### src/rtl/regs_wb_sched_if.sv
// Requester-side bus of the writeback scheduler: per-requester valid/addr/data,
// the global stall, and the combinational per-requester grant (req_ready).
// The master modport is the requester side; the slave modport is the scheduler.
interface regs_wb_sched_if #(
    parameter int NREQ = 6
);
    logic                stall;
    logic [NREQ-1:0]     req_valid;
    logic [3*NREQ-1:0]   req_addr;
    logic [8*NREQ-1:0]   req_data;
    logic [NREQ-1:0]     req_ready;

    modport master (
        output stall,
        output req_valid,
        output req_addr,
        output req_data,
        input  req_ready
    );

    modport slave (
        input  stall,
        input  req_valid,
        input  req_addr,
        input  req_data,
        output req_ready
    );
endinterface

### src/rtl/regs_wb_sched.sv
// Writeback scheduler for the 8080 register file (8 x 8-bit, four write ports).
// Each cycle a rotating round-robin scan grants up to four requesters whose
// target addresses are mutually distinct. The k-th grant in scan order is
// registered onto write port k. busy flags the addresses being written by the
// registered ports.
// Optional feature: define REGS_WB_FWD_EN to add the fwd_addr/fwd_hit/fwd_data
// forwarding lookup against the registered write ports.
module regs_wb_sched #(
    parameter int NREQ  = 6,
    parameter int NPORT = 4
) (
    input  logic                clk,
    input  logic                reset,
    regs_wb_sched_if.slave      req_if,
    output logic                wen0,
    output logic                wen1,
    output logic                wen2,
    output logic                wen3,
    output logic [2:0]          waddr0,
    output logic [2:0]          waddr1,
    output logic [2:0]          waddr2,
    output logic [2:0]          waddr3,
    output logic [7:0]          wdata0,
    output logic [7:0]          wdata1,
    output logic [7:0]          wdata2,
    output logic [7:0]          wdata3,
    output logic [7:0]          busy,
    output logic [2:0]          rr_ptr_o
`ifdef REGS_WB_FWD_EN
    ,
    input  logic [2:0]          fwd_addr,
    output logic                fwd_hit,
    output logic [7:0]          fwd_data
`endif
);

    // Registered write ports and round-robin pointer.
    logic [NPORT-1:0] wen_q,   wen_d;
    logic [2:0]       waddr_q [NPORT];
    logic [2:0]       waddr_d [NPORT];
    logic [7:0]       wdata_q [NPORT];
    logic [7:0]       wdata_d [NPORT];
    logic [2:0]       rr_ptr_q, rr_ptr_d;

    // Per-requester views of the packed request buses.
    logic [2:0]       req_addr_a [NREQ];
    logic [7:0]       req_data_a [NREQ];

    for (genvar i = 0; i < NREQ; i++) begin : g_unpack
        assign req_addr_a[i] = req_if.req_addr[3*i +: 3];
        assign req_data_a[i] = req_if.req_data[8*i +: 8];
    end

    // Grant scan: walk requesters from rr_ptr, granting distinct addresses
    // into successive ports until the ports run out.
    always_comb begin
        logic [7:0]  addr_used;
        logic [2:0]  cnt;
        logic [3:0]  sum;
        logic [2:0]  idx;
        // NOTE: every variable written here gets a default first, so no path
        // leaves a value unassigned and no latch is inferred.
        addr_used      = '0;
        cnt            = '0;
        sum            = '0;
        idx            = '0;
        req_if.req_ready = '0;
        wen_d          = '0;
        waddr_d        = waddr_q;
        wdata_d        = wdata_q;
        rr_ptr_d       = rr_ptr_q;
        for (int k = 0; k < NREQ; k++) begin
            sum = {1'b0, rr_ptr_q} + 4'(k);
            if (sum >= 4'(NREQ)) begin
                sum = sum - 4'(NREQ);
            end
            idx = sum[2:0];
            if (!req_if.stall && req_if.req_valid[idx] &&
                (cnt < 3'(NPORT)) && !addr_used[req_addr_a[idx]]) begin
                req_if.req_ready[idx]       = 1'b1;
                addr_used[req_addr_a[idx]]  = 1'b1;
                wen_d[cnt[1:0]]             = 1'b1;
                waddr_d[cnt[1:0]]           = req_addr_a[idx];
                wdata_d[cnt[1:0]]           = req_data_a[idx];
                cnt                         = cnt + 3'd1;
                rr_ptr_d = (idx == 3'(NREQ - 1)) ? 3'd0 : idx + 3'd1;
            end
        end
    end

    // Register the write ports and pointer; reset discards any pending write.
    always_ff @(posedge clk or posedge reset) begin
        if (reset) begin
            // NOTE: the port address/data registers are reset too because their
            // reset value is visible on the outputs, not just their enable.
            wen_q    <= '0;
            waddr_q  <= '{default: '0};
            wdata_q  <= '{default: '0};
            rr_ptr_q <= '0;
        end else begin
            // NOTE: non-blocking assignments keep every register sampling the
            // pre-edge values regardless of statement order.
            wen_q    <= wen_d;
            waddr_q  <= waddr_d;
            wdata_q  <= wdata_d;
            rr_ptr_q <= rr_ptr_d;
        end
    end

    // busy marks each address that a registered port is writing this edge.
    always_comb begin
        busy = '0;
        for (int k = 0; k < NPORT; k++) begin
            if (wen_q[k]) begin
                busy[waddr_q[k]] = 1'b1;
            end
        end
    end

`ifdef REGS_WB_FWD_EN
    // Forwarding lookup; port addresses are unique so at most one port matches.
    always_comb begin
        fwd_hit  = 1'b0;
        fwd_data = '0;
        for (int k = 0; k < NPORT; k++) begin
            if (wen_q[k] && (waddr_q[k] == fwd_addr)) begin
                fwd_hit  = 1'b1;
                fwd_data = wdata_q[k];
            end
        end
    end
`endif

    assign wen0     = wen_q[0];
    assign wen1     = wen_q[1];
    assign wen2     = wen_q[2];
    assign wen3     = wen_q[3];
    assign waddr0   = waddr_q[0];
    assign waddr1   = waddr_q[1];
    assign waddr2   = waddr_q[2];
    assign waddr3   = waddr_q[3];
    assign wdata0   = wdata_q[0];
    assign wdata1   = wdata_q[1];
    assign wdata2   = wdata_q[2];
    assign wdata3   = wdata_q[3];
    assign rr_ptr_o = rr_ptr_q;

endmodule

### src/flat_wrapper.sv
// flat-port wrapper written by rule: the top's interface ports become plain ports
module regs_wb_sched_flat 
#(
    parameter int NREQ  = 6,
    parameter int NPORT = 4
)
  (clk, reset, wen0, wen1, wen2, wen3, waddr0, waddr1, waddr2, waddr3, wdata0, wdata1, wdata2, wdata3, busy, rr_ptr_o, req_if_stall, req_if_req_valid, req_if_req_addr, req_if_req_data, req_if_req_ready);
  regs_wb_sched_if #(.NREQ(NREQ)) req_if_i ();
  input  logic clk;
  input  logic reset;
  output logic wen0;
  output logic wen1;
  output logic wen2;
  output logic wen3;
  output logic [2:0] waddr0;
  output logic [2:0] waddr1;
  output logic [2:0] waddr2;
  output logic [2:0] waddr3;
  output logic [7:0] wdata0;
  output logic [7:0] wdata1;
  output logic [7:0] wdata2;
  output logic [7:0] wdata3;
  output logic [7:0] busy;
  output logic [2:0] rr_ptr_o;
  input wire logic [$bits(req_if_i.stall)-1:0] req_if_stall;
  input wire logic [$bits(req_if_i.req_valid)-1:0] req_if_req_valid;
  input wire logic [$bits(req_if_i.req_addr)-1:0] req_if_req_addr;
  input wire logic [$bits(req_if_i.req_data)-1:0] req_if_req_data;
  output wire logic [$bits(req_if_i.req_ready)-1:0] req_if_req_ready;
  assign req_if_i.stall = req_if_stall;
  assign req_if_i.req_valid = req_if_req_valid;
  assign req_if_i.req_addr = req_if_req_addr;
  assign req_if_i.req_data = req_if_req_data;
  assign req_if_req_ready = req_if_i.req_ready;
  regs_wb_sched #(.NREQ(NREQ), .NPORT(NPORT)) u_core (.clk(clk), .reset(reset), .req_if(req_if_i), .wen0(wen0), .wen1(wen1), .wen2(wen2), .wen3(wen3), .waddr0(waddr0), .waddr1(waddr1), .waddr2(waddr2), .waddr3(waddr3), .wdata0(wdata0), .wdata1(wdata1), .wdata2(wdata2), .wdata3(wdata3), .busy(busy), .rr_ptr_o(rr_ptr_o));
endmodule
### config.mk
export PLATFORM = sky130hd
export DESIGN_NAME = regs_wb_sched_flat
export DESIGN_NICKNAME = d
export VERILOG_FILES = /design/src/rtl/regs_wb_sched_if.sv /design/src/rtl/regs_wb_sched.sv /design/src/flat_wrapper.sv
export SDC_FILE = /design/constraint.sdc
export NUM_CORES = 1
export LEC_CHECK = 0
export ABC_AREA = 0
export CELL_PAD_IN_SITES_DETAIL_PLACEMENT = 0
export CELL_PAD_IN_SITES_GLOBAL_PLACEMENT = 2
export CORE_ASPECT_RATIO = 0.5
export CORE_UTILIZATION = 29
export CTS_CLUSTER_DIAMETER = 200
export DETAILED_ROUTE_END_ITERATION = 6
export GPL_ROUTABILITY_DRIVEN = 0
export PLACE_DENSITY = 0.86
export SETUP_SLACK_MARGIN = 0.4
export SLEW_MARGIN = 20
export SYNTH_ARGS = -nofsm -noshare
export SYNTH_HDL_FRONTEND = slang
export SYNTH_SLANG_ARGS = --single-unit
### constraint.sdc
create_clock -name clk -period 8.4 [get_ports clk]
set_input_delay 0.84 -clock clk [delete_from_list [all_inputs] [get_ports clk]]
set_output_delay 0.84 -clock clk [all_outputs]
set_load 0.02 [all_outputs]
==> impl_results.md, run 1 <==
- Highest fanout seen on the critical path: 13
- Post-Synth Simple-Gate Area: 20.0%
- Hold path endpoint: u_core.wdata2[3]
- Final Instance Area: 11600 µm²
- Sinks on the clock net: 51
- Result of the run: completed
- Fraction of layout instances using a drive strength above 1: 16.4%
- Post-synthesis sequential area ratio: 13.8%
- Global-route total usage across every layer: 23.4%
- Number of buffers on the longest clock path: 2
- Relative slew slack: 27.1%
- Post-route DRC violation count: 0
- Mean routed wirelength per cell: 22.0 µm
- Final critical delay including setup and external delays: 7.85 ns
- Area after DPL: 11100 µm²
- PortBufs: 139
- Clock buffers created by TritonCTS: 5
- Setup TNS after final layout: 0 ns
- Post-CTS Hold Fix Bufs: 0
- TritonCTS clock tree: built
- Pin count of the biggest net entering global routing: 62
- Via density: 6.06
- Buffering stage count on the worst path with inverters included: 7
- Max-slew violation total from the final report: 0
- Fmax: 127 MHz
- I/O Pins: 140
- Clock root cell: clkbuf_16
- Y dimension of the die: 128 µm
- Adder-cell area share of the yosys netlist: 3.33%
- Area Growth Syn to Fin: 25.7%
- DRT Wirelength: 39.5 mm
- Delay of the slowest cell on the worst path: 0.48 ns
- Arrival time reported for the critical path endpoint: 7.01 ns
- Internal reg-to-reg setup slack: 1.13 ns
- Utilization of the core after routing: 37.7%
- Post-detailed-route count of antenna-violating nets: 0
- Critical Path Source Type: flip-flop
- Number of enable-type register cells in the synthesized netlist: 0
- Clock-pin slew on the worst setup and hold paths: 0.08 ns
- Max capacitance violation total: 0
- Measured slew at the worst slew-check pin: 1.09 ns
- CP top delay family: compound AO/OA/AOI/OAI gates
- Area of the core region: 30900 µm²
- Detailed placement HPWL: 30.6 mm
- Total of warnings raised by yosys: 0
- Initial drt markers: 1360
- Clock latency reported for the late side of the worst-skew pair: 0.30 ns
- Launch instance of the worst min-delay path: u_core.wdata2[3]
- Post-synthesis cell count: 1245
- Antenna violations before repair: 0
- Kind of critical path: flip-flop to output port
- Global-route wire length before repair: 59.6 mm
- Fin. Hold Viols: 0
- Proportion of synthesized area in mux cells: 22.4%
- Synth Net Count: 1344
- Final worst clock skew: 0.00645 ns
- Most common cell type on the critical path: buf_4
- Distinct cell type count of the synthesized netlist: 91
- Share of the synthesized netlist area taken by xor and xnor gates: 1.61%
- Hold Crit Depth: 4
- Post-Synthesis Cell Area: 9250 µm²
- Class of the most critical hold timing path: flip-flop to flip-flop
- Post-Synthesis Mean Instance Area: 7.43 µm²
- Total gr overflow: 0
- Number of endpoints failing setup at the final stage: 0
- Period utilization: 93.4%
- Number of storage elements in the synthesis netlist: 51
- CTS H-Tree Depth: 2
- Required time worst endpoint: 7.56 ns
- Setup crit end kind: output port
- Dominant combinational cell family by area after synthesis: compound AO/OA/AOI/OAI gates
- Dominant register cell in the synthesized netlist: dfrtp_1
- Share of async-settable or async-resettable flops after synthesis: 100%
- Slowest CP cell: a2111oi_4
- Horizontal extent of the die: 255 µm
- ANT cells: 0
- Starting Density: 30.0%
- Row cnt: 45
- Worst reg2reg startpoint: u_core.rr_ptr_o[2]
- Complex-gate fraction of the synthesized area: 32.0%
- Endpoint of the lowest-slack register-to-register path: u_core.wdata0[1]
- Setup repair after global routing missed its margin: no
- Number of nets in the layout: 1465
- Die ar.: 32700 µm²
- Number of cells on the worst reg-to-reg path: 27
- Total iterations of the first detailed-routing run: 7
- Overall via count from detail_route: 10900
- Vias in the first global route: 10100
## worst min-delay path: stages, from the launching register on
cell and delay, ns:
dfrtp_1 0.34, mux2_2 0.14, a211oi_1 0.06, a21oi_1 0.11
mux2_4 0.15
## metrics by stage
stage / hold WS (ns) / instances / setup WS, ns
2_1_floorplan: 0.853 / 1245 / 0.411
3_3_place_gp: 0.802 / 1768 / 0.400
3_5_place_dp: 0.818 / 1768 / 0.217
4_1_cts: 0.839 / 1779 / 0.325
5_1_grt: 0.883 / 1790 / 0.301
6_report: 0.831 / 1790 / 0.551
## flip-flops by register name (all words and copies together), names as in the netlist
name	flops
u_core.wdata0	8
u_core.wdata1	8
u_core.wdata2	8
u_core.wdata3	8
u_core.wen_q	4
u_core.rr_ptr_o	3
u_core.waddr0	3
u_core.waddr1	3
u_core.waddr2	3
u_core.waddr3	3
## kinds of logic after synthesis
group / after synthesis
flip-flops: 51
AND/OR/NAND/NOR: 402
AO/OA/AOI/OAI: 436
adder cells (fa/ha/maj): 24
multiplexers: 189
XOR/XNOR: 14
buffers and inverters: 129
## what timing repair did
item                                    CTS  global route
setup buffers                             3            10
gates cloned                              0             1
endpoints found under the setup margin    6             6
gates resized for setup                  16            39
pin swaps                                 2            10
## worst max-delay path by stage
stage | startpoint | endpoint | slack, ns | depth (start not counted)
2_1_floorplan | u_core.rr_ptr_o[0] | req_if_req_ready[2] | 0.41 | 32
3_3_place_gp | req_if_req_addr[0] | req_if_req_ready[3] | 0.40 | 24
3_5_place_dp | req_if_req_addr[0] | req_if_req_ready[3] | 0.22 | 24
4_1_cts | u_core.rr_ptr_o[1] | req_if_req_ready[3] | 0.32 | 25
5_1_grt | u_core.rr_ptr_o[2] | req_if_req_ready[2] | 0.30 | 27
6_report | u_core.rr_ptr_o[2] | req_if_req_ready[2] | 0.55 | 27
## area by class of cell
class	count	area [µm²]
Multi-Input combinational cell	1066	7590
Fill cell	3194	19200
Clock buffer	5	125
Sequential cell	51	1280
Timing Repair Buffer	213	1960
Clock inverter	3	20.0
Inverter	29	114
Tap cell	423	529
## cell usage in the layout (no fill, tap or decap), drive strengths merged, types with 5 or more instances in the layout
cell	instances
nand3	28
and3	13
mux2i	117
nor2b	7
a21oi	96
o21ai	105
o32ai	5
a211o	5
nand4	11
a211oi	32
o31ai	12
a221o	10
ha	23
nor3	26
buf	73
o22ai	29
or3	11
a221oi	10
nand2	143
nand2b	14
a31oi	14
and2	8
inv	27
a22oi	11
xnor2	11
or2	8
a21o	6
nor3b	6
clkbuf	6
o211ai	47
nor4	6
o221ai	6
dfrtp	51
clkdlybuf4s50	132
nor2	115
mux2	68
o21a	10
## cells in the mapped netlist, types with 12 or more instances
| library cell | n | area, µm² |
|---|---|---|
| a21oi_1 | 95 | 475 |
| nand2b_1 | 14 | 87.6 |
| nand2_1 | 141 | 529 |
| nand3_1 | 28 | 140 |
| o31ai_1 | 12 | 90.1 |
| clkbuf_1 | 68 | 255 |
| and3_1 | 13 | 81.3 |
| nor3_1 | 26 | 130 |
| ha_1 | 23 | 288 |
| inv_1 | 27 | 101 |
| a31oi_1 | 14 | 87.6 |
| o211ai_1 | 47 | 353 |
| o21ai_0 | 101 | 505 |
| a211oi_1 | 30 | 225 |
| dfrtp_1 | 51 | 1280 |
| mux2i_1 | 115 | 1150 |
| mux2_2 | 61 | 687 |
| o22ai_1 | 29 | 181 |
| nor2_1 | 112 | 420 |
## metal layers
layer	share of wire, %	track usage (%)	vias to the layer above
met1	43	31.3	5297
met3	7.7	3.21	94
met2	46	39.2	510
met5	0	0	-
met4	2.9	6.41	0
li1	-	-	4955
Power of run 1 is not shown: default switching activity piles up to over one toggle a cycle in this logic, so the estimate is an artifact.
==> run 2, diff against run 1 <==
- TNS_END_PERCENT: not set -> 30
==> impl_results.md, run 2 (synthesis gave the netlist of run 1 again) <==
- Result of the run: completed
- Post-detailed-route count of antenna-violating nets: 0 (unchanged)
- Class of the most critical hold timing path: flip-flop to flip-flop
- Fin. Hold Viols: 0 (unchanged)
- Number of fillers in the final layout: 3207 (+0.41%)
- Clock buffers created by TritonCTS: 5 (unchanged)
- Number of endpoints failing setup at the final stage: 0 (unchanged)
- PortBufs: 139 (unchanged)
- Starting Density: 30.0% (unchanged)
- Hold path endpoint: u_core.wdata2[3]
- I/O Pins: 140 (unchanged)
- Final worst clock skew: 0.00821 ns (+0.00176 ns)
- Global-route total usage across every layer: 23.3% (-0.057 points)
- Number of nets in the layout: 1459 (-0.41%)
- Row cnt: 45 (unchanged)
- Fraction of layout instances using a drive strength above 1: 15.6% (-0.81 points)
- Endpoint of the lowest-slack register-to-register path: u_core.wdata0[1]
- Setup crit end kind: output port
- Most frequent standard cell in the layout excluding fill and tap cells: nand2_1
- Period utilization: 94.8% (+1.4 points)
- Die ar.: 32700 µm² (unchanged)
- Clock latency reported for the late side of the worst-skew pair: 0.30 ns (about the same)
- Arrival time reported for the critical path endpoint: 7.12 ns (+0.11 ns)
- Area of the core region: 30900 µm² (unchanged)
- Required time worst endpoint: 7.56 ns (about the same)
- Most used cells in the layout excluding fill and tap cells: 140 x nand2_1, 135 x clkdlybuf4s50_1, 115 x mux2i_1, 112 x nor2_1, 99 x o21ai_0
- Initial drt markers: 1200 (-12%)
- TritonCTS clock tree: built
- Kind of critical path: flip-flop to output port
- Y dimension of the die: 128 µm (unchanged)
- Area Growth Syn to Fin: 24.0%
- Post-route DRC violation count: 0 (unchanged)
- Max capacitance violation total: 0 (unchanged)
- Max-slew violation total from the final report: 0 (unchanged)
- Pin count of the biggest net entering global routing: 62 (unchanged)
- Setup TNS after final layout: 0 ns (unchanged)
- Overall via count from detail_route: 10800 (-0.74%)
- Mean routed wirelength per cell: 21.9 µm (-0.60%)
- DRT Wirelength: 39.1 mm (-0.87%)
- CTS H-Tree Depth: 2 (unchanged)
- Clock root cell: clkbuf_16
- Vias in the first global route: 10100 (-0.059%)
- Worst reg2reg startpoint: u_core.rr_ptr_o[1]
- Launch instance of the worst min-delay path: u_core.wdata2[3]
- Internal reg-to-reg setup slack: 1.05 ns (-0.08 ns)
- Antenna violations before repair: 0 (unchanged)
- Setup repair after global routing missed its margin: yes
- Total iterations of the first detailed-routing run: 5 (-2)
- Measured slew at the worst slew-check pin: 1.09 ns (-0.00854 ns)
- Sinks on the clock net: 51 (unchanged)
- Detailed placement HPWL: 30.6 mm (unchanged)
- Relative slew slack: 27.6% (+0.57 points)
- Clock-pin slew on the worst setup and hold paths: 0.08 ns (about the same)
- Final critical delay including setup and external delays: 7.96 ns (+0.114 ns)
- Global-route wire length before repair: 59.5 mm (-0.29%)
- Horizontal extent of the die: 255 µm (unchanged)
- Hold Crit Depth: 4 (unchanged)
- Critical Path Source Type: flip-flop
- Number of buffers on the longest clock path: 2 (unchanged)
- Via density: 6.04 (-0.46%)
- Total gr overflow: 0 (unchanged)
- Number of cells on the worst reg-to-reg path: 26 (-3.7%)
- Fmax: 126 MHz (-1.4%)
- Highest fanout seen on the critical path: 10 (-3)
-- run 2: how the worst max path moves through the flow --
| stage | to | cells after the start | slack, ns | start |
|---|---|---|---|---|
| 5_1_grt | req_if_req_ready[1] | 25 | 0.20 | u_core.rr_ptr_o[1] |
| 3_3_place_gp | req_if_req_ready[3] | 24 | 0.40 | req_if_req_addr[0] |
| 3_5_place_dp | req_if_req_ready[3] | 24 | 0.22 | req_if_req_addr[0] |
| 4_1_cts | req_if_req_ready[1] | 24 | 0.27 | u_core.rr_ptr_o[2] |
| 6_report | req_if_req_ready[1] | 25 | 0.44 | u_core.rr_ptr_o[1] |
| 2_1_floorplan | req_if_req_ready[2] | 32 | 0.41 | u_core.rr_ptr_o[0] |
-- run 2: area by class of cell --
| type | count | area [µm²] | share of cell area [%] |
|---|---|---|---|
| Antenna cell | 1 | 2.50 | 0.0218 |
| Clock buffer | 5 | 125 | 1.09 |
| Clock inverter | 3 | 20.0 | 0.175 |
| Inverter | 29 | 109 | 0.949 |
| Multi-Input combinational cell | 1065 | 7480 | 65.2 |
| Sequential cell | 51 | 1280 | 11.2 |
| Tap cell | 423 | 529 | 4.61 |
| Timing Repair Buffer | 208 | 1930 | 16.8 |
-- run 2: metrics by stage --
| step | util (%) | cells | cell area, µm² | setup slack [ns] | hold WS [ns] |
|---|---|---|---|---|---|
| after global placement | 36.1 | 1768 | 11100 | 0.400 | 0.802 |
| final | 37.2 | 1785 | 11500 | 0.436 | 0.830 |
| after global routing | 37.2 | 1784 | 11500 | 0.198 | 0.883 |
| after detailed placement | 36.1 | 1768 | 11100 | 0.217 | 0.818 |
| after CTS | 36.7 | 1778 | 11300 | 0.269 | 0.839 |
| after floorplan | - | 1245 | 9280 | 0.411 | 0.853 |
-- run 2: metal layers --
metal | global-route usage, % | routed length (µm) | up-vias
met3 | 3.21 | 2830 | 76
met4 | 6.55 | 1040 | 0
met5 | 0 | 0 | -
met2 | 38.9 | 18000 | 508
li1 | - | - | 4936
met1 | 31.2 | 17300 | 5256
-- run 2: critical path, stage by stage, from the launching register on --
cell and delay, ns:
dfrtp_2 0.48, inv_2 0.16, ha_2 0.37, buf_4 0.19, mux2_2 0.36, a221o_2 0.49
nor4_4 0.31, a32oi_1 0.09, a2111o_1 0.45, and3_1 0.21, nand2_1 0.11, a211oi_1 0.07
buf_4 0.17, fa_1 0.55, ha_1 0.19, inv_1 0.05, ha_1 0.33, a311oi_2 0.23
o31ai_2 0.11, a2111oi_4 0.48, buf_4 0.19, and3_1 0.21, a211o_1 0.20, or2_1 0.18
a22oi_2 0.09, clkdlybuf4s50_1 0.58
-- run 2: what timing repair did --
| item | 4_1_cts | 5_1_grt |
|---|---|---|
| pin swaps | 1 | 5 |
| resized for setup | 8 | 25 |
| endpoints found under the hold margin | 0 | 0 |
| setup buffers | 2 | 6 |
| hold buffers | 0 | 0 |
| setup endpoints to repair | 6 | 6 |
Power of run 2 is left out for the same reason.
